===== src/rtl/dht11_pkg.sv =====
// Shared types and helpers for the DHT11 sensor-side emulator.
package dht11_pkg;

  localparam int unsigned FRAME_BITS = 40;
  localparam int unsigned US_CNT_W   = 15;

  typedef enum logic [2:0] {
    IDLE,
    HOST_LOW,
    DELAY,
    ACK_LOW,
    ACK_HIGH,
    BIT_LOW,
    BIT_HIGH,
    END_LOW
  } state_e;

  // 8-bit wrapping sum of the four payload bytes.
  function automatic logic [7:0] checksum(input logic [7:0] a, input logic [7:0] b,
                                          input logic [7:0] c, input logic [7:0] d);
    return a + b + c + d;
  endfunction

endpackage


===== src/rtl/dht11_sensor_emu_if.sv =====
// Single-wire bus view plus payload bytes and frame status of the DHT11 emulator.
interface dht11_sensor_emu_if;
  logic       dq_in;
  logic       dq_oe;
  logic [7:0] hum_int;
  logic [7:0] hum_dec;
  logic [7:0] tmp_int;
  logic [7:0] tmp_dec;
  logic       busy;
  logic       frame_done;

  // Host / environment side: drives the wire level and payload, observes the sensor.
  modport master (
    output dq_in, hum_int, hum_dec, tmp_int, tmp_dec,
    input  dq_oe, busy, frame_done
  );

  // Sensor side.
  modport slave (
    input  dq_in, hum_int, hum_dec, tmp_int, tmp_dec,
    output dq_oe, busy, frame_done
  );
endinterface


===== src/rtl/dht11_us_tick.sv =====
// Microsecond strobe: one-cycle pulse every CLK_PER_US cycles, phase reset by restart.
module dht11_us_tick #(
  parameter int unsigned CLK_PER_US = 100
) (
  input  logic clk,
  input  logic rst,
  input  logic restart,
  output logic tick
);

  localparam int unsigned   CntW    = (CLK_PER_US > 1) ? $clog2(CLK_PER_US) : 1;
  localparam logic [CntW-1:0] CntLast = CntW'(CLK_PER_US - 1);

  logic [CntW-1:0] cnt_q, cnt_d;

  // Free-running divider; restart realigns it so the first tick lands a full us after entry.
  always_comb begin
    tick = (cnt_q == CntLast);
    if (restart || tick) begin
      cnt_d = '0;
    end else begin
      cnt_d = cnt_q + CntW'(1);
    end
  end

  // Divider register.
  always_ff @(posedge clk) begin
    if (rst) begin
      cnt_q <= '0;
    end else begin
      cnt_q <= cnt_d;
    end
  end

endmodule


===== src/rtl/dht11_sensor_emu.sv =====
// DHT11 sensor-side responder: detects a host start pulse, then drives ACK and a 40-bit frame.
module dht11_sensor_emu
  import dht11_pkg::*;
#(
  parameter int unsigned CLK_PER_US    = 100,
  parameter int unsigned START_MIN_US  = 18000,
  parameter int unsigned RESP_DELAY_US = 30,
  parameter int unsigned ACK_US        = 80,
  parameter int unsigned BIT_LOW_US    = 50,
  parameter int unsigned BIT0_HIGH_US  = 27,
  parameter int unsigned BIT1_HIGH_US  = 70
) (
  input logic               clk,
  input logic               rst,
  dht11_sensor_emu_if.slave bus
);

  localparam logic [US_CNT_W-1:0] StartMin   = US_CNT_W'(START_MIN_US);
  localparam logic [US_CNT_W-1:0] RespLast   = US_CNT_W'(RESP_DELAY_US - 1);
  localparam logic [US_CNT_W-1:0] AckLast    = US_CNT_W'(ACK_US - 1);
  localparam logic [US_CNT_W-1:0] BitLowLast = US_CNT_W'(BIT_LOW_US - 1);
  localparam logic [US_CNT_W-1:0] Bit0Last   = US_CNT_W'(BIT0_HIGH_US - 1);
  localparam logic [US_CNT_W-1:0] Bit1Last   = US_CNT_W'(BIT1_HIGH_US - 1);
  localparam logic [5:0]          BitIdxLast = 6'(FRAME_BITS - 1);

  state_e                  state_q, state_d;
  logic [1:0]              sync_q, sync_d;
  logic [US_CNT_W-1:0]     us_cnt_q, us_cnt_d;
  logic [FRAME_BITS-1:0]   shift_q, shift_d;
  logic [5:0]              bit_idx_q, bit_idx_d;
  logic [US_CNT_W-1:0]     phase_last;
  logic                    dq_s, tick, restart, phase_done;
  logic                    dq_oe, busy, frame_done;

  assign dq_s    = sync_q[1];
  assign restart = (state_d != state_q);

  dht11_us_tick #(
    .CLK_PER_US (CLK_PER_US)
  ) u_us_tick (
    .clk     (clk),
    .rst     (rst),
    .restart (restart),
    .tick    (tick)
  );

  // State, synchronizer, phase counter and frame shift register.
  always_ff @(posedge clk) begin
    if (rst) begin
      state_q   <= IDLE;
      sync_q    <= 2'b11;  // idle wire is pulled up; avoids a false start out of reset
      us_cnt_q  <= '0;
      shift_q   <= '0;
      bit_idx_q <= '0;
    end else begin
      state_q   <= state_d;
      sync_q    <= sync_d;
      us_cnt_q  <= us_cnt_d;
      shift_q   <= shift_d;
      bit_idx_q <= bit_idx_d;
    end
  end

  // Synchronizer shift and saturating microsecond counter cleared on each state entry.
  always_comb begin
    sync_d = {sync_q[0], bus.dq_in};
    if (restart) begin
      us_cnt_d = '0;
    end else if (tick && (us_cnt_q != '1)) begin
      us_cnt_d = us_cnt_q + US_CNT_W'(1);
    end else begin
      us_cnt_d = us_cnt_q;
    end
  end

  // Last microsecond index of the current timed phase.
  always_comb begin
    case (state_q)
      DELAY:             phase_last = RespLast;
      ACK_LOW, ACK_HIGH: phase_last = AckLast;
      BIT_HIGH:          phase_last = shift_q[FRAME_BITS-1] ? Bit1Last : Bit0Last;
      default:           phase_last = BitLowLast;
    endcase
  end

  assign phase_done = tick && (us_cnt_q == phase_last);

  // Next-state logic; the wire is ignored once the sensor starts driving.
  always_comb begin
    state_d   = state_q;
    shift_d   = shift_q;
    bit_idx_d = bit_idx_q;
    case (state_q)
      IDLE: begin
        if (!dq_s) state_d = HOST_LOW;
      end
      HOST_LOW: begin
        if (dq_s) begin
          if (us_cnt_q >= StartMin) begin
            state_d = DELAY;
            shift_d = {bus.hum_int, bus.hum_dec, bus.tmp_int, bus.tmp_dec,
                       checksum(bus.hum_int, bus.hum_dec, bus.tmp_int, bus.tmp_dec)};
          end else begin
            state_d = IDLE;
          end
        end
      end
      DELAY: begin
        if (!dq_s)           state_d = HOST_LOW;
        else if (phase_done) state_d = ACK_LOW;
      end
      ACK_LOW: begin
        if (phase_done) state_d = ACK_HIGH;
      end
      ACK_HIGH: begin
        if (phase_done) begin
          state_d   = BIT_LOW;
          bit_idx_d = '0;
        end
      end
      BIT_LOW: begin
        if (phase_done) state_d = BIT_HIGH;
      end
      BIT_HIGH: begin
        if (phase_done) begin
          shift_d   = {shift_q[FRAME_BITS-2:0], 1'b0};
          bit_idx_d = bit_idx_q + 6'd1;
          state_d   = (bit_idx_q == BitIdxLast) ? END_LOW : BIT_LOW;
        end
      end
      END_LOW: begin
        if (phase_done) state_d = IDLE;
      end
      default: state_d = IDLE;
    endcase
  end

  // Outputs decoded from the current state.
  always_comb begin
    dq_oe      = 1'b0;
    frame_done = 1'b0;
    busy       = !(state_q inside {IDLE, HOST_LOW});
    case (state_q)
      ACK_LOW, BIT_LOW: dq_oe = 1'b1;
      END_LOW: begin
        dq_oe      = 1'b1;
        frame_done = phase_done;
      end
      default: dq_oe = 1'b0;
    endcase
  end

  assign bus.dq_oe      = dq_oe;
  assign bus.busy       = busy;
  assign bus.frame_done = frame_done;

endmodule


===== src/flat_wrapper.sv =====
// flat-port wrapper written by rule: the top's interface ports become plain ports
module dht11_sensor_emu_flat import dht11_pkg::*;
#(
  parameter int unsigned CLK_PER_US    = 100,
  parameter int unsigned START_MIN_US  = 18000,
  parameter int unsigned RESP_DELAY_US = 30,
  parameter int unsigned ACK_US        = 80,
  parameter int unsigned BIT_LOW_US    = 50,
  parameter int unsigned BIT0_HIGH_US  = 27,
  parameter int unsigned BIT1_HIGH_US  = 70
)
  (clk, rst, bus_dq_in, bus_hum_int, bus_hum_dec, bus_tmp_int, bus_tmp_dec, bus_dq_oe, bus_busy, bus_frame_done);
  dht11_sensor_emu_if bus_i ();
  input logic clk;
  input logic rst;
  input wire logic [$bits(bus_i.dq_in)-1:0] bus_dq_in;
  input wire logic [$bits(bus_i.hum_int)-1:0] bus_hum_int;
  input wire logic [$bits(bus_i.hum_dec)-1:0] bus_hum_dec;
  input wire logic [$bits(bus_i.tmp_int)-1:0] bus_tmp_int;
  input wire logic [$bits(bus_i.tmp_dec)-1:0] bus_tmp_dec;
  output wire logic [$bits(bus_i.dq_oe)-1:0] bus_dq_oe;
  output wire logic [$bits(bus_i.busy)-1:0] bus_busy;
  output wire logic [$bits(bus_i.frame_done)-1:0] bus_frame_done;
  assign bus_i.dq_in = bus_dq_in;
  assign bus_i.hum_int = bus_hum_int;
  assign bus_i.hum_dec = bus_hum_dec;
  assign bus_i.tmp_int = bus_tmp_int;
  assign bus_i.tmp_dec = bus_tmp_dec;
  assign bus_dq_oe = bus_i.dq_oe;
  assign bus_busy = bus_i.busy;
  assign bus_frame_done = bus_i.frame_done;
  dht11_sensor_emu #(.CLK_PER_US(CLK_PER_US), .START_MIN_US(START_MIN_US), .RESP_DELAY_US(RESP_DELAY_US), .ACK_US(ACK_US), .BIT_LOW_US(BIT_LOW_US), .BIT0_HIGH_US(BIT0_HIGH_US), .BIT1_HIGH_US(BIT1_HIGH_US)) u_core (.clk(clk), .rst(rst), .bus(bus_i));
endmodule

===== config.mk =====
export PLATFORM = sky130hd
export DESIGN_NAME = dht11_sensor_emu_flat
export DESIGN_NICKNAME = d
export VERILOG_FILES = /design/src/rtl/dht11_pkg.sv /design/src/rtl/dht11_sensor_emu_if.sv /design/src/rtl/dht11_us_tick.sv /design/src/rtl/dht11_sensor_emu.sv /design/src/flat_wrapper.sv
export SDC_FILE = /design/constraint.sdc
export NUM_CORES = 1
export LEC_CHECK = 0
export BUFFER_PORTS_ARGS = -buffer_cell sky130_fd_sc_hd__buf_4
export CORE_ASPECT_RATIO = 0.7
export CORE_MARGIN = 2
export CORE_UTILIZATION = 60
export CTS_CLUSTER_DIAMETER = 200
export DETAILED_ROUTE_END_ITERATION = 8
export PLACE_DENSITY = 0.8
export SLEW_MARGIN = 25
export SYNTH_ARGS = -nofsm -noshare
export SYNTH_HDL_FRONTEND = slang
export SYNTH_SLANG_ARGS = --single-unit

===== constraint.sdc =====
create_clock -name clk -period 4.87 [get_ports clk]
set_input_delay 0.974 -clock clk [delete_from_list [all_inputs] [get_ports clk]]
set_output_delay 0.974 -clock clk [all_outputs]
set_load 0.02 [all_outputs]

==> impl_table.tex, run 1 <==
\begin{tabular}{lr}
\hline
Metric & Value \\
\hline
\multicolumn{2}{l}{\textbf{Setup path}} \\
Startpoint of the worst register-to-register path & u\_core.state\_q[1] \\
Reg-to-Reg End & u\_core.shift\_q[27] \\
CP Launch Type & flip-flop \\
CP bufs+invs & 1 \\
Largest delay contributor family on the critical path & simple AND/OR/NAND/NOR gates \\
Crit path capture & bus\_frame\_done \\
Worst Reg2Reg Path Length in Cells & 6 \\
Worst setup EP type & primary output \\
Type of the worst setup path & reg -> out \\
Worst Path Arrival & 3230 ps \\
Start point of the critical path & u\_core.state\_q[1] \\
Worst path max stage delay & 840 ps \\
Biggest fanout along the worst timing path & 24 \\
Data required time of the critical path & just under 4000 ps \\
Reg-to-reg slack, setup & about 1700 ps \\
Stages on the worst setup path & 7 \\
Cell with the largest stage delay on the worst path & sky130\_fd\_sc\_hd\_\_dfxtp\_1 \\
Worst-path cell chain & nand2b\_1 > a2111oi\_0 > o32ai\_1 > or2\_0 > or4\_1 > nor3\_1 > buf\_4 \\
\multicolumn{2}{l}{\textbf{GRT}} \\
Wire length of the first global-routing pass & about 18,000 um \\
Pin count of the biggest net entering global routing & 84 \\
Remaining global-route overflow & 0 \\
Number of global-route vias before repair & 3,619 \\
Antenna violations before repair & 0 \\
All-layer global routing usage & 0.271 \\
\multicolumn{2}{l}{\textbf{Yosys}} \\
Simple-Gate Fraction of Synth Area & 0.251 \\
Post-synth net total & roughly 610 \\
\#FFs+latches synth & 73 \\
Main combinational cell family by area after synthesis & simple AND/OR/NAND/NOR gates \\
Top\_reg\_cell synth & sky130\_fd\_sc\_hd\_\_dfxtp\_1 \\
Netlist area before placement & 4600 sq um \\
Synth cell types & 61 \\
Syn\_area\_per\_cell & roughly 8.4 sq um \\
Post-synthesis mux area share & 0.107 \\
Register area share after synthesis & 0.317 \\
Fraction of the mapped netlist area in adder cells & 0.0908 \\
Post-synth EDFFs & 0 \\
Post-synthesis xor/xnor area fraction & 0.0495 \\
Synthesized-area fraction occupied by ao, oa, aoi and oai cells & 0.136 \\
Post-synthesis cell count & $\sim$550 \\
Total number of yosys warnings & 0 \\
Fraction of synthesis flops using an asynchronous set or reset pin & 0 \\
\multicolumn{2}{l}{\textbf{STA}} \\
Maximum clock skew at final layout & 5.32 ps \\
Total of endpoints with negative setup slack in the final report & 0 \\
Number of hold-slack violations in the final timing report & 0 \\
Count of final max-slew check failures & 0 \\
Setup TNS after final layout & 0 ps \\
Slew HR & 0.474 \\
Unrepaired setup endpoints after global routing & false \\
Crit share post-route & 0.863 \\
Min Tclk post-route & 4200 ps \\
Peak Freq & 238 MHz \\
Transition time at the pin with the least slew margin & a little under 800 ps \\
\multicolumn{2}{l}{\textbf{Floorplanning}} \\
Number of placement rows & 26 \\
Total core area & 7350 sq um \\
Top Ports & 38 \\
Die Footprint & 8400 sq um \\
Die boundary height & $\sim$77 um \\
Die extent in x & between 100 and 150 um \\
Initial core utilization & 0.626 \\
\multicolumn{2}{l}{\textbf{Power}} \\
Leak Pwr & 2.09 nW \\
Ratio of total power to cell area & 276 nW/um\^{}2 \\
Peak supply drop & 0.000294 V \\
\multicolumn{2}{l}{\textbf{Route}} \\
DRC & 0 \\
Vias/cell & approximately 5.9 \\
Initial DRC Count & 259 \\
Routed wire length & 10,500 um \\
DR vias & around 3,900 \\
DR WL/cell & 15.8 um \\
Post-DRT Antenna Nets & 0 \\
Number of iterations in the first detailed-routing pass & 5 \\
\multicolumn{2}{l}{\textbf{Cells and area}} \\
Final \#Nets & 622 \\
Synth-to-Final Area Change & 10.9\% \\
Share of the core filled with cells in the final layout & 0.695 \\
Number of diodes & 0 \\
Share of final-layout standard cells stronger than drive strength 1 & 0.178 \\
\multicolumn{2}{l}{\textbf{CTS}} \\
TritonCTS clock tree & done \\
Postcts setup bufs & 0 \\
CTS buffer count & 9 \\
CTS clock-pin slew for the worst setup and hold paths & 80 ps \\
Clock sink count & 73 \\
CTS Hold Buffers Added & 0 \\
H-tree levels & 3 \\
CTS Root Cell & sky130\_fd\_sc\_hd\_\_clkbuf\_8 \\
Longest Clk Path Bufs & 2 \\
PostCTS Resize Cnt & 0 \\
Source-to-sink clock delay at the later pin of the worst-skew pair & between 300 and 400 ps \\
\multicolumn{2}{l}{\textbf{Placement}} \\
Number of port buffers & 37 \\
Weighted congestion at the end of routability-driven global placement & 0.906 \\
Placed wire-length estimate & 7420 um \\
\multicolumn{2}{l}{\textbf{Min path}} \\
HP Start & u\_core.sync\_q[0] \\
Kind of path behind the tightest hold check & reg -> reg \\
\multicolumn{2}{l}{\textbf{Run status}} \\
Result of the run & completed \\
\multicolumn{2}{l}{\textbf{Run}} \\
Max Cap Violations & 0 \\
\hline
\end{tabular}
[final cells by class]
type	instances	area, sq um
clock buffer	12	155
inverter	17	63.8
tap	98	123
clock inverter	4	75.1
sequential	73	1460
multi-input combinational	421	2930
timing repair buffer	40	300
fill	602	2240
[metal layers]
| layer | track usage | vias to the layer above | wire (um) |
|---|---|---|---|
| met4 | 0.0795 | 0 | 147 |
| met1 | 0.387 | 1885 | 5140 |
| met3 | 0.0901 | 18 | 597 |
| li1 | - | 1925 | - |
| met2 | 0.386 | 97 | 4650 |
| met5 | 0 | - | 0 |
[kinds of logic after synthesis]
| family | Yosys count |
|---|---|
| buffers and inverters | 52 |
| muxes | 43 |
| and+or+nand+nor | 230 |
| xor gates and xnor gates | 26 |
| DFF | 73 |
| AOI/OAI and AO/OA | 97 |
| adders and majority gates | 25 |
[registers in the layout (all words and copies together) (netlist names)]
name,cells
u_core.bit_idx_q,6
u_core.u_us_tick.cnt_q,7
u_core.us_cnt_q,15
u_core.shift_q,40
u_core.state_q,3
u_core.sync_q,2
[worst min path at each step]
stage / endpoint / depth (start not counted) / slack [ps]
finish: u_core.sync_q[1] / 1 / 420
detailed placement: u_core.sync_q[1] / 1 / 400
CTS: u_core.sync_q[1] / 1 / 420
global route: u_core.sync_q[1] / 1 / 440
global placement: u_core.sync_q[1] / 1 / 400
floorplan: u_core.sync_q[1] / 1 / 390
[synthesized netlist by cell type, types with 3 or more instances]
cell type | n | area share
sky130_fd_sc_hd__and3_1 | 8 | 0.011
sky130_fd_sc_hd__nor4_1 | 4 | 0.0054
sky130_fd_sc_hd__nand2b_1 | 3 | 0.0041
sky130_fd_sc_hd__o32ai_1 | 3 | 0.0057
sky130_fd_sc_hd__a21oi_1 | 44 | 0.048
sky130_fd_sc_hd__o31a_1 | 3 | 0.0057
sky130_fd_sc_hd__mux2_4 | 5 | 0.016
sky130_fd_sc_hd__mux2_2 | 30 | 0.073
sky130_fd_sc_hd__or3_1 | 3 | 0.0041
sky130_fd_sc_hd__o31ai_1 | 4 | 0.0065
sky130_fd_sc_hd__xnor2_1 | 17 | 0.032
sky130_fd_sc_hd__o21ai_0 | 9 | 0.0098
sky130_fd_sc_hd__nor2b_1 | 39 | 0.053
sky130_fd_sc_hd__nand2_1 | 94 | 0.077
sky130_fd_sc_hd__inv_1 | 17 | 0.014
sky130_fd_sc_hd__nand4_1 | 5 | 0.0068
sky130_fd_sc_hd__clkbuf_1 | 23 | 0.019
sky130_fd_sc_hd__or2_2 | 3 | 0.0041
sky130_fd_sc_hd__a211oi_1 | 4 | 0.0065
sky130_fd_sc_hd__nand3_1 | 12 | 0.013
sky130_fd_sc_hd__buf_2 | 9 | 0.0098
sky130_fd_sc_hd__nor3_1 | 10 | 0.011
sky130_fd_sc_hd__nor2_1 | 27 | 0.022
sky130_fd_sc_hd__fa_1 | 14 | 0.061
sky130_fd_sc_hd__and4_1 | 3 | 0.0057
sky130_fd_sc_hd__mux2i_1 | 8 | 0.017
sky130_fd_sc_hd__xor2_1 | 9 | 0.017
sky130_fd_sc_hd__or4_1 | 5 | 0.0082
sky130_fd_sc_hd__ha_1 | 11 | 0.030
sky130_fd_sc_hd__dfxtp_1 | 73 | 0.32
sky130_fd_sc_hd__o211ai_1 | 8 | 0.013
[where the power goes]
group          internal (W)  switching [W]
combinational      0.000121       0.000134
clock              0.000316       0.000237
sequential         0.000599     0.00000233
total               0.00104       0.000373
[per-stage QoR]
step	total power, W	worst slack [ps]	std cells	cell area (sq um)	hold slack, ps
after floorplan	0.000789	1380	546	4600	389
after global placement	0.000854	1180	649	4870	398
after detailed placement	0.000866	1060	649	4870	404
after CTS	0.00141	702	665	5100	421
after global routing	0.00147	443	665	5110	436
final	0.00141	668	665	5110	416
[cells in the final DEF (no fill, tap or decap), types with 5 or more instances in the layout]
cell type	instances
sky130_fd_sc_hd__o211ai_1	8
sky130_fd_sc_hd__buf_4	40
sky130_fd_sc_hd__dfxtp_1	73
sky130_fd_sc_hd__nand3_1	12
sky130_fd_sc_hd__fa_1	14
sky130_fd_sc_hd__xor2_1	9
sky130_fd_sc_hd__nand4_1	5
sky130_fd_sc_hd__nor2_1	26
sky130_fd_sc_hd__clkbuf_8	11
sky130_fd_sc_hd__xnor2_1	17
sky130_fd_sc_hd__nand2_1	94
sky130_fd_sc_hd__ha_1	11
sky130_fd_sc_hd__nor3_1	10
sky130_fd_sc_hd__or4_1	5
sky130_fd_sc_hd__o21ai_0	9
sky130_fd_sc_hd__mux2i_1	8
sky130_fd_sc_hd__inv_1	17
sky130_fd_sc_hd__a21oi_1	44
sky130_fd_sc_hd__nor2b_1	39
sky130_fd_sc_hd__and3_1	8
sky130_fd_sc_hd__mux2_4	5
sky130_fd_sc_hd__mux2_2	30
(Power assumes the default switching activity.)
==> inputs of run 2 (changes only) <==
SYNTH_HIERARCHICAL = 1   (was unset)
==> impl_table.tex, run 2 <==
\begin{tabular}{lr}
\hline
Metric & Value \\
\hline
\multicolumn{2}{l}{\textbf{Setup path}} \\
CP Launch Type & flip-flop (unchanged) \\
CP bufs+invs & 1 (unchanged) \\
Cell with the largest stage delay on the worst path & sky130\_fd\_sc\_hd\_\_dfxtp\_1 (unchanged) \\
Worst setup EP type & primary output (unchanged) \\
Worst-path cell chain & nand2b\_1 > o311ai\_1 > a21boi\_1 > nor3\_1 > and4\_1 > buf\_4 (was nand2b\_1 > a2111oi\_0 > o32ai\_1 > or2\_0 > or4\_1 > nor3\_1 > buf\_4) \\
Worst path max stage delay & 870 ps (was 840 ps) \\
Worst Path Arrival & 3010 ps (was 3230 ps) \\
Biggest fanout along the worst timing path & 20 (was 24) \\
Type of the worst setup path & reg -> out (unchanged) \\
Data required time of the critical path & 3900 ps (about the same) \\
Largest delay contributor family on the critical path & simple AND/OR/NAND/NOR gates (unchanged) \\
\multicolumn{2}{l}{\textbf{Route}} \\
Vias/cell & 6.13 (was 5.90) \\
Post-DRT Antenna Nets & 0 (unchanged) \\
DR WL/cell & 16.5 um (was 15.8 um) \\
Routed wire length & 10,500 um (about the same) \\
DR vias & 3,872 (was 3,925) \\
Number of iterations in the first detailed-routing pass & 5 (unchanged) \\
DRC & 0 (unchanged) \\
Initial DRC Count & 329 (was 259) \\
\multicolumn{2}{l}{\textbf{GRT}} \\
Busiest layer in global routing & met1 (unchanged) \\
Pin count of the biggest net entering global routing & 76 (was 84) \\
Wire length of the first global-routing pass & 16,900 um (was 17,600 um) \\
All-layer global routing usage & 0.277 (was 0.271) \\
Remaining global-route overflow & 0 (unchanged) \\
Met3 global-route usage & 0.0745 (was 0.0901) \\
Met1 GRT Util & 0.410 (was 0.387) \\
Antenna violations before repair & 0 (unchanged) \\
Number of global-route vias before repair & 3,416 (was 3,619) \\
Met2 track demand over resource in global routing & 0.394 (was 0.386) \\
\multicolumn{2}{l}{\textbf{Yosys}} \\
Top-count cell post-synth & sky130\_fd\_sc\_hd\_\_nand2\_1 (unchanged) \\
Post-synth EDFFs & 0 (unchanged) \\
Top\_reg\_cell synth & sky130\_fd\_sc\_hd\_\_dfxtp\_1 (unchanged) \\
Area leader, netlist & sky130\_fd\_sc\_hd\_\_dfxtp\_1 (unchanged) \\
Syn\_area\_per\_cell & 8.32 sq um (was 8.43 sq um) \\
Total number of yosys warnings & 6 (was 0) \\
Area share of the largest cell type after synthesis & 0.337 (was 0.317) \\
Register area share after synthesis & 0.337 (was 0.317) \\
Post-synthesis cell count & 521 (was 546) \\
Most frequent cells after synthesis & sky130\_fd\_sc\_hd\_\_nand2\_1, sky130\_fd\_sc\_hd\_\_dfxtp\_1, sky130\_fd\_sc\_hd\_\_nor2\_1 (was sky130\_fd\_sc\_hd\_\_nand2\_1, sky130\_fd\_sc\_hd\_\_dfxtp\_1, sky130\_fd\_sc\_hd\_\_a21oi\_1) \\
Netlist area before placement & 4330 sq um (was 4600 sq um) \\
\#FFs+latches synth & 73 (unchanged) \\
Fraction of synthesis flops using an asynchronous set or reset pin & 0 (unchanged) \\
Synth cell types & 68 (was 61) \\
Post-synth net total & 581 (was 606) \\
Cells taking the most area after synthesis & sky130\_fd\_sc\_hd\_\_dfxtp\_1, sky130\_fd\_sc\_hd\_\_nand2\_1, sky130\_fd\_sc\_hd\_\_a311oi\_1 (was sky130\_fd\_sc\_hd\_\_dfxtp\_1, sky130\_fd\_sc\_hd\_\_nand2\_1, sky130\_fd\_sc\_hd\_\_mux2\_2) \\
\multicolumn{2}{l}{\textbf{CTS}} \\
Clock sink count & 73 (unchanged) \\
TritonCTS clock tree & done (unchanged) \\
Source-to-sink clock delay at the later pin of the worst-skew pair & 360 ps (was 380 ps) \\
Postcts setup bufs & 0 (unchanged) \\
H-tree levels & 3 (unchanged) \\
CTS Root Cell & sky130\_fd\_sc\_hd\_\_clkbuf\_8 (unchanged) \\
CTS clock-pin slew for the worst setup and hold paths & 80 ps (about the same) \\
CTS buffer count & 9 (unchanged) \\
PostCTS Resize Cnt & 0 (unchanged) \\
Longest Clk Path Bufs & 2 (unchanged) \\
CTS Hold Buffers Added & 0 (unchanged) \\
\multicolumn{2}{l}{\textbf{Placement}} \\
Number of port buffers & 37 (unchanged) \\
Post-detailed-placement cell area & 4580 sq um (was 4870 sq um) \\
Weighted congestion at the end of routability-driven global placement & 0.912 (was 0.906) \\
Placed wire-length estimate & 7410 um (was 7420 um) \\
\multicolumn{2}{l}{\textbf{STA}} \\
Setup TNS after final layout & 0 ps (unchanged) \\
Number of hold-slack violations in the final timing report & 0 (unchanged) \\
Unrepaired setup endpoints after global routing & false (unchanged) \\
Peak Freq & 251 MHz (was 238 MHz) \\
Min Tclk post-route & 3980 ps (was 4200 ps) \\
Total of endpoints with negative setup slack in the final report & 0 (unchanged) \\
Crit share post-route & 0.818 (was 0.863) \\
Maximum clock skew at final layout & 10.6 ps (was 5.32 ps) \\
Count of final max-slew check failures & 0 (unchanged) \\
Transition time at the pin with the least slew margin & 841 ps (was 788 ps) \\
Slew HR & 0.438 (was 0.474) \\
\multicolumn{2}{l}{\textbf{Cells and area}} \\
Synth-to-Final Area Change & 9.84\% (was 10.9\%) \\
Share of final-layout standard cells stronger than drive strength 1 & 0.145 (was 0.178) \\
Largest registers & u\_core/shift\_q: 40 flops, u\_core/us\_cnt\_q: 15 flops, u\_core/u\_us\_tick/cnt\_q: 7 flops (was u\_core.shift\_q: 40 flops, u\_core.us\_cnt\_q: 15 flops, u\_core.u\_us\_tick.cnt\_q: 7 flops) \\
Sequential cell area in the final layout & 1460 sq um (unchanged) \\
Most common cell after layout, fill and taps aside & sky130\_fd\_sc\_hd\_\_nand2\_1 (unchanged) \\
Fill count & 569 (was 602) \\
Number of diodes & 0 (unchanged) \\
Final \#Nets & 595 (was 622) \\
Total area of multi-input combinational cells & 2660 sq um (was 2930 sq um) \\
Biggest register & u\_core/shift\_q (was u\_core.shift\_q) \\
Max reg flops & 40 (unchanged) \\
Cell area after layout & 4760 sq um (was 5110 sq um) \\
Highest-count cells in the layout ignoring fill and taps & sky130\_fd\_sc\_hd\_\_nand2\_1, sky130\_fd\_sc\_hd\_\_dfxtp\_1, sky130\_fd\_sc\_hd\_\_nor2\_1, sky130\_fd\_sc\_hd\_\_buf\_4, sky130\_fd\_sc\_hd\_\_a311oi\_1 (was sky130\_fd\_sc\_hd\_\_nand2\_1, sky130\_fd\_sc\_hd\_\_dfxtp\_1, sky130\_fd\_sc\_hd\_\_a21oi\_1, sky130\_fd\_sc\_hd\_\_buf\_4, sky130\_fd\_sc\_hd\_\_nor2b\_1) \\
\multicolumn{2}{l}{\textbf{Floorplanning}} \\
Die extent in x & 106 um (was 109 um) \\
Total core area & 6880 sq um (was 7350 sq um) \\
Initial core utilization & 0.630 (was 0.626) \\
Die Footprint & 7930 sq um (was 8400 sq um) \\
Number of placement rows & 25 (was 26) \\
Die boundary height & 75.1 um (was 77.3 um) \\
Top Ports & 38 (unchanged) \\
\multicolumn{2}{l}{\textbf{Power}} \\
Peak supply drop & 0.000204 V (was 0.000294 V) \\
Leak Pwr & 1.69 nW (was 2.09 nW) \\
Ratio of total power to cell area & 273 nW/um\^{}2 (was 276 nW/um\^{}2) \\
\multicolumn{2}{l}{\textbf{Min path}} \\
Kind of path behind the tightest hold check & reg -> reg (unchanged) \\
\multicolumn{2}{l}{\textbf{Run status}} \\
Result of the run & completed (unchanged) \\
\multicolumn{2}{l}{\textbf{Run}} \\
Max Cap Violations & 0 (unchanged) \\
\hline
\end{tabular}
[run 2: cell types whose count changed after synthesis, moves of 9 or more]
cell | before | now
sky130_fd_sc_hd__nor2_1 | 27 | 71
sky130_fd_sc_hd__nor2b_1 | 39 | 4
sky130_fd_sc_hd__a21oi_1 | 44 | 12
sky130_fd_sc_hd__a311oi_1 | 1 | 33
sky130_fd_sc_hd__mux2_2 | 30 | 2
sky130_fd_sc_hd__inv_1 | 17 | 8
[run 2: stage by stage]
stage / power [W] / instances / hold slack (ps) / worst slack [ps] / util
2_1_floorplan: 0.000777 / 521 / 389 / 1390 / -
3_3_place_gp: 0.000840 / 618 / 411 / 1170 / 0.665
3_5_place_dp: 0.000846 / 618 / 403 / 1100 / 0.665
4_1_cts: 0.00130 / 632 / 408 / 948 / 0.692
5_1_grt: 0.00136 / 632 / 417 / 700 / 0.692
6_report: 0.00130 / 632 / 406 / 887 / 0.692
[run 2: kinds of logic (layout without fill, tap and decap cells)]
| family | after synthesis | in the layout | share of synthesized area |
|---|---|---|---|
| simple gates | 239 | 239 | 0.257 |
| mux | 9 | 9 | 0.0214 |
| buf+inv | 48 | 65 | 0.0520 |
| flops | 73 | 73 | 0.337 |
| fa+ha+maj | 25 | 25 | 0.0964 |
| xor+xnor | 24 | 24 | 0.0502 |
| compound gates | 103 | 103 | 0.186 |
[run 2: worst paths after layout]
check	slack, ps	endpoint	cells past startpoint	startpoint
worst min register to register	410	u_core/sync_q[1]	1	u_core/sync_q[0]
worst max-delay path	890	bus_frame_done	6	u_core/state_q[2]
worst min-delay path	410	u_core/sync_q[1]	1	u_core/sync_q[0]
worst max register to register	1470	u_core/us_cnt_q[7]	7	u_core/state_q[2]
[run 2: final cells by class]
| class | instances | share of cell area |
|---|---|---|
| clock buffers | 11 | 0.0297 |
| well taps | 94 | 0.0247 |
| flip-flops and latches | 73 | 0.307 |
| repair buffers | 40 | 0.0631 |
| multi-input cells | 400 | 0.558 |
| inverters | 11 | 0.00867 |
| clock inverters | 3 | 0.00894 |
[run 2: metal layers]
metal,wire (um),share of wire
met5,0,0
met4,108,0.010
met3,791,0.076
met1,5140,0.49
met2,4410,0.42
[run 2: power breakdown]
part	switching [W]	internal [W]
logic	0.000123	0.000111
registers	0.00000387	0.000600
clock network	0.000218	0.000244
total	0.000345	0.000956
[run 2: worst register-to-register path: cells and delay by family, from the launching register on]
kind | cells | cell delay (ps)
compound gates | 2 | 890
xor+xnor | 1 | 170
flops | 1 | 870
simple gates | 4 | 1330
==> inputs of run 3 (changes only) <==
ABC_AREA = 1   (was unset)
clock period = 3.9 ns   (was 4.87 ns; I/O delays follow)
==> impl_table.tex, run 3 <==
\begin{tabular}{lr}
\hline
Metric & Value \\
\hline
\multicolumn{2}{l}{\textbf{Cells and area}} \\
Biggest register & u\_core/shift\_q (unchanged) \\
Max reg flops & 40 (unchanged) \\
Number of diodes & 0 (unchanged) \\
Most common cell after layout, fill and taps aside & sky130\_fd\_sc\_hd\_\_nand2\_1 (unchanged) \\
Largest registers & u\_core/shift\_q: 40 flops, u\_core/us\_cnt\_q: 15 flops, u\_core/u\_us\_tick/cnt\_q: 7 flops (unchanged) \\
Cell area after layout & 5100 sq um (was 4760 sq um) \\
Synth-to-Final Area Change & 10.4\% (was 9.84\%) \\
Highest-count cells in the layout ignoring fill and taps & sky130\_fd\_sc\_hd\_\_nand2\_1, sky130\_fd\_sc\_hd\_\_inv\_1, sky130\_fd\_sc\_hd\_\_nor2\_1, sky130\_fd\_sc\_hd\_\_dfxtp\_1, sky130\_fd\_sc\_hd\_\_o21ai\_0 (was sky130\_fd\_sc\_hd\_\_nand2\_1, sky130\_fd\_sc\_hd\_\_dfxtp\_1, sky130\_fd\_sc\_hd\_\_nor2\_1, sky130\_fd\_sc\_hd\_\_buf\_4, sky130\_fd\_sc\_hd\_\_a311oi\_1) \\
Share of final-layout standard cells stronger than drive strength 1 & 0.191 (was 0.145) \\
Final \#Nets & 704 (was 595) \\
Share of the core filled with cells in the final layout & 0.691 (was 0.692) \\
\multicolumn{2}{l}{\textbf{Yosys}} \\
Synth cell types & 40 (was 68) \\
Top\_reg\_cell synth & sky130\_fd\_sc\_hd\_\_dfxtp\_1 (unchanged) \\
Post-synth net total & 680 (was 581) \\
Syn\_area\_per\_cell & 7.45 sq um (was 8.32 sq um) \\
Top-count cell post-synth & sky130\_fd\_sc\_hd\_\_nand2\_1 (unchanged) \\
Area share of the largest cell type after synthesis & 0.316 (was 0.337) \\
\#FFs+latches synth & 73 (unchanged) \\
Post-synth EDFFs & 0 (unchanged) \\
Cells taking the most area after synthesis & sky130\_fd\_sc\_hd\_\_dfxtp\_1, sky130\_fd\_sc\_hd\_\_a211oi\_2, sky130\_fd\_sc\_hd\_\_nand2\_1 (was sky130\_fd\_sc\_hd\_\_dfxtp\_1, sky130\_fd\_sc\_hd\_\_nand2\_1, sky130\_fd\_sc\_hd\_\_a311oi\_1) \\
Post-synthesis cell count & 620 (was 521) \\
Total number of yosys warnings & 6 (unchanged) \\
Most frequent cells after synthesis & sky130\_fd\_sc\_hd\_\_nand2\_1, sky130\_fd\_sc\_hd\_\_inv\_1, sky130\_fd\_sc\_hd\_\_nor2\_1 (was sky130\_fd\_sc\_hd\_\_nand2\_1, sky130\_fd\_sc\_hd\_\_dfxtp\_1, sky130\_fd\_sc\_hd\_\_nor2\_1) \\
Area leader, netlist & sky130\_fd\_sc\_hd\_\_dfxtp\_1 (unchanged) \\
Netlist area before placement & 4620 sq um (was 4330 sq um) \\
Fraction of synthesis flops using an asynchronous set or reset pin & 0 (unchanged) \\
Register area share after synthesis & 0.316 (was 0.337) \\
\multicolumn{2}{l}{\textbf{CTS}} \\
Longest Clk Path Bufs & 2 (unchanged) \\
CTS Hold Buffers Added & 0 (unchanged) \\
TritonCTS clock tree & done (unchanged) \\
CTS Root Cell & sky130\_fd\_sc\_hd\_\_clkbuf\_8 (unchanged) \\
PostCTS Resize Cnt & 0 (unchanged) \\
Postcts setup bufs & 0 (unchanged) \\
Clock sink count & 73 (unchanged) \\
CTS buffer count & 9 (unchanged) \\
Source-to-sink clock delay at the later pin of the worst-skew pair & 350 ps (was 360 ps) \\
H-tree levels & 3 (unchanged) \\
CTS clock-pin slew for the worst setup and hold paths & 80 ps (about the same) \\
\multicolumn{2}{l}{\textbf{Route}} \\
DRC & 0 (unchanged) \\
Post-DRT Antenna Nets & 0 (unchanged) \\
Vias/cell & 5.42 (was 6.13) \\
DR WL/cell & 13.8 um (was 16.5 um) \\
Number of iterations in the first detailed-routing pass & 6 (was 5) \\
Routed wire length & 10,300 um (was 10,500 um) \\
DR vias & 4,047 (was 3,872) \\
Initial DRC Count & 312 (was 329) \\
\multicolumn{2}{l}{\textbf{Placement}} \\
Placed wire-length estimate & 7830 um (was 7410 um) \\
Weighted congestion at the end of routability-driven global placement & 0.886 (was 0.912) \\
Post-detailed-placement cell area & 4920 sq um (was 4580 sq um) \\
Number of port buffers & 37 (unchanged) \\
\multicolumn{2}{l}{\textbf{Floorplanning}} \\
Die Footprint & 8430 sq um (was 7930 sq um) \\
Top Ports & 38 (unchanged) \\
Number of placement rows & 26 (was 25) \\
Die boundary height & 77.4 um (was 75.1 um) \\
Total core area & 7380 sq um (was 6880 sq um) \\
Initial core utilization & 0.626 (was 0.630) \\
Die extent in x & 109 um (was 106 um) \\
\multicolumn{2}{l}{\textbf{Power}} \\
Share of power burned in registers & 0.472 (was 0.464) \\
Peak supply drop & 0.000250 V (was 0.000204 V) \\
Leak Pwr & 2.07 nW (was 1.69 nW) \\
Logic gate share of total power & 0.182 (was 0.180) \\
Internal Power & 0.00114 W (was 0.000956 W) \\
Ratio of total power to cell area & 313 nW/um\^{}2 (was 273 nW/um\^{}2) \\
Net switching component of the power & 0.000457 W (was 0.000345 W) \\
Clk pwr share & 0.346 (was 0.355) \\
Net Sw Frac & 0.286 (was 0.265) \\
\multicolumn{2}{l}{\textbf{GRT}} \\
Pin count of the biggest net entering global routing & 61 (was 76) \\
All-layer global routing usage & 0.257 (was 0.277) \\
Number of global-route vias before repair & 3,604 (was 3,416) \\
Antenna violations before repair & 0 (unchanged) \\
Wire length of the first global-routing pass & 16,900 um (about the same) \\
Remaining global-route overflow & 0 (unchanged) \\
\multicolumn{2}{l}{\textbf{Min path}} \\
Kind of path behind the tightest hold check & reg -> reg (unchanged) \\
Hold Path Depth & 1 (unchanged) \\
\multicolumn{2}{l}{\textbf{Setup path}} \\
Biggest fanout along the worst timing path & 4 (was 20) \\
Worst Path Arrival & 2770 ps (was 3010 ps) \\
Worst setup EP type & primary output (unchanged) \\
CP Launch Type & flip-flop (unchanged) \\
Worst Reg2Reg Path Length in Cells & 19 (was 7) \\
Type of the worst setup path & reg -> out (unchanged) \\
Data required time of the critical path & 3120 ps (was 3900 ps) \\
\multicolumn{2}{l}{\textbf{STA}} \\
Peak Freq & 282 MHz \\
Slew HR & 0.539 (was 0.438) \\
Count of final max-slew check failures & 0 (unchanged) \\
Total of endpoints with negative setup slack in the final report & 0 (unchanged) \\
Maximum clock skew at final layout & 10.5 ps (was 10.6 ps) \\
Transition time at the pin with the least slew margin & 691 ps (was 841 ps) \\
Number of hold-slack violations in the final timing report & 0 (unchanged) \\
Setup TNS after final layout & 0 ps (unchanged) \\
Min Tclk post-route & 3550 ps \\
Crit share post-route & 0.909 \\
Unrepaired setup endpoints after global routing & false (unchanged) \\
\multicolumn{2}{l}{\textbf{Run status}} \\
Result of the run & completed (unchanged) \\
\multicolumn{2}{l}{\textbf{Run}} \\
Max Cap Violations & 0 (unchanged) \\
\hline
\end{tabular}
run 3: cell count changes in the layout (fill, tap and decap cells not counted), sizes merged, moves of 6 or more:
| cell | previous run | this run |
|---|---|---|
| inv | 10 | 94 |
| a311oi | 34 | 0 |
| o21ai | 16 | 48 |
| a211oi | 8 | 35 |
| nor2 | 73 | 95 |
| nand3 | 16 | 37 |
| nand2 | 96 | 113 |
| mux2i | 7 | 0 |
| a21oi | 13 | 19 |
run 3: final timing paths:
path	end	slack, ps	startpoint
setup / recovery	bus_frame_done	350	u_core/u_us_tick/cnt_q[0]
hold / removal	u_core/sync_q[1]	440	u_core/sync_q[0]
setup reg to reg	u_core/shift_q[17]	650	u_core/u_us_tick/cnt_q[0]
hold reg to reg	u_core/sync_q[1]	440	u_core/sync_q[0]
run 3: cells by family (layout without fill, tap and decap cells):
family | count (synthesis) | after routing | synth area share
AND/OR/NAND/NOR | 266 | 266 | 0.257
buffers and inverters | 121 | 150 | 0.109
AO/OA/AOI/OAI | 113 | 113 | 0.186
flip-flops | 73 | 73 | 0.316
adder cells (fa/ha/maj) | 25 | 25 | 0.0904
XOR/XNOR | 22 | 22 | 0.0417
run 3: worst max-delay path, stage by stage (launching register included):
cell	delay [ps]
sky130_fd_sc_hd__dfxtp_1	370
sky130_fd_sc_hd__ha_1	240
sky130_fd_sc_hd__inv_1	80
sky130_fd_sc_hd__nor2_1	140
sky130_fd_sc_hd__nand3_2	100
sky130_fd_sc_hd__inv_1	90
sky130_fd_sc_hd__inv_1	70
sky130_fd_sc_hd__nor2_1	120
sky130_fd_sc_hd__nand3_1	80
sky130_fd_sc_hd__nor2_1	110
sky130_fd_sc_hd__nand2_1	60
sky130_fd_sc_hd__nor2_1	140
sky130_fd_sc_hd__nand2_1	70
sky130_fd_sc_hd__nor2_1	80
sky130_fd_sc_hd__nand4_1	160
sky130_fd_sc_hd__nor3_1	290
sky130_fd_sc_hd__buf_4	210
run 3: stage by stage:
stage | instances | hold slack, ps | setup WS, ps | power, W
2_1_floorplan | 620 | 389 | 669 | 0.000968
3_3_place_gp | 731 | 416 | 431 | 0.00105
3_5_place_dp | 731 | 418 | 313 | 0.00106
4_1_cts | 747 | 430 | 359 | 0.00161
5_1_grt | 747 | 442 | 92.5 | 0.00168
6_report | 747 | 437 | 354 | 0.00160
run 3: power groups by stage:
stage | Clock, W | Combinational [W] | Sequential [W]
2_1_floorplan | 0 | 0.000199 | 0.000770
3_3_place_gp | 0 | 0.000275 | 0.000772
3_5_place_dp | 0 | 0.000283 | 0.000772
4_1_cts | 0.000568 | 0.000287 | 0.000754
5_1_grt | 0.000594 | 0.000326 | 0.000755
6_report | 0.000553 | 0.000291 | 0.000754
run 3: per-layer routing:
layer / share of wire / wire (um) / GRT usage / up-vias
li1: - / - / - / 2026
met1: 0.49 / 5070 / 0.382 / 1863
met2: 0.43 / 4440 / 0.368 / 138
met3: 0.066 / 680 / 0.0605 / 20
met4: 0.014 / 146 / 0.0795 / 0
met5: 0 / 0 / 0 / -
run 3: final cells by class:
class | count | area (sq um)
Multi-Input combinational cell | 426 | 2670
Fill cell | 603 | 2280
Sequential cell | 73 | 1460
Inverter | 94 | 354
Timing Repair Buffer | 40 | 313
Clock buffer | 13 | 159
Tap cell | 98 | 123
Clock inverter | 3 | 23.8
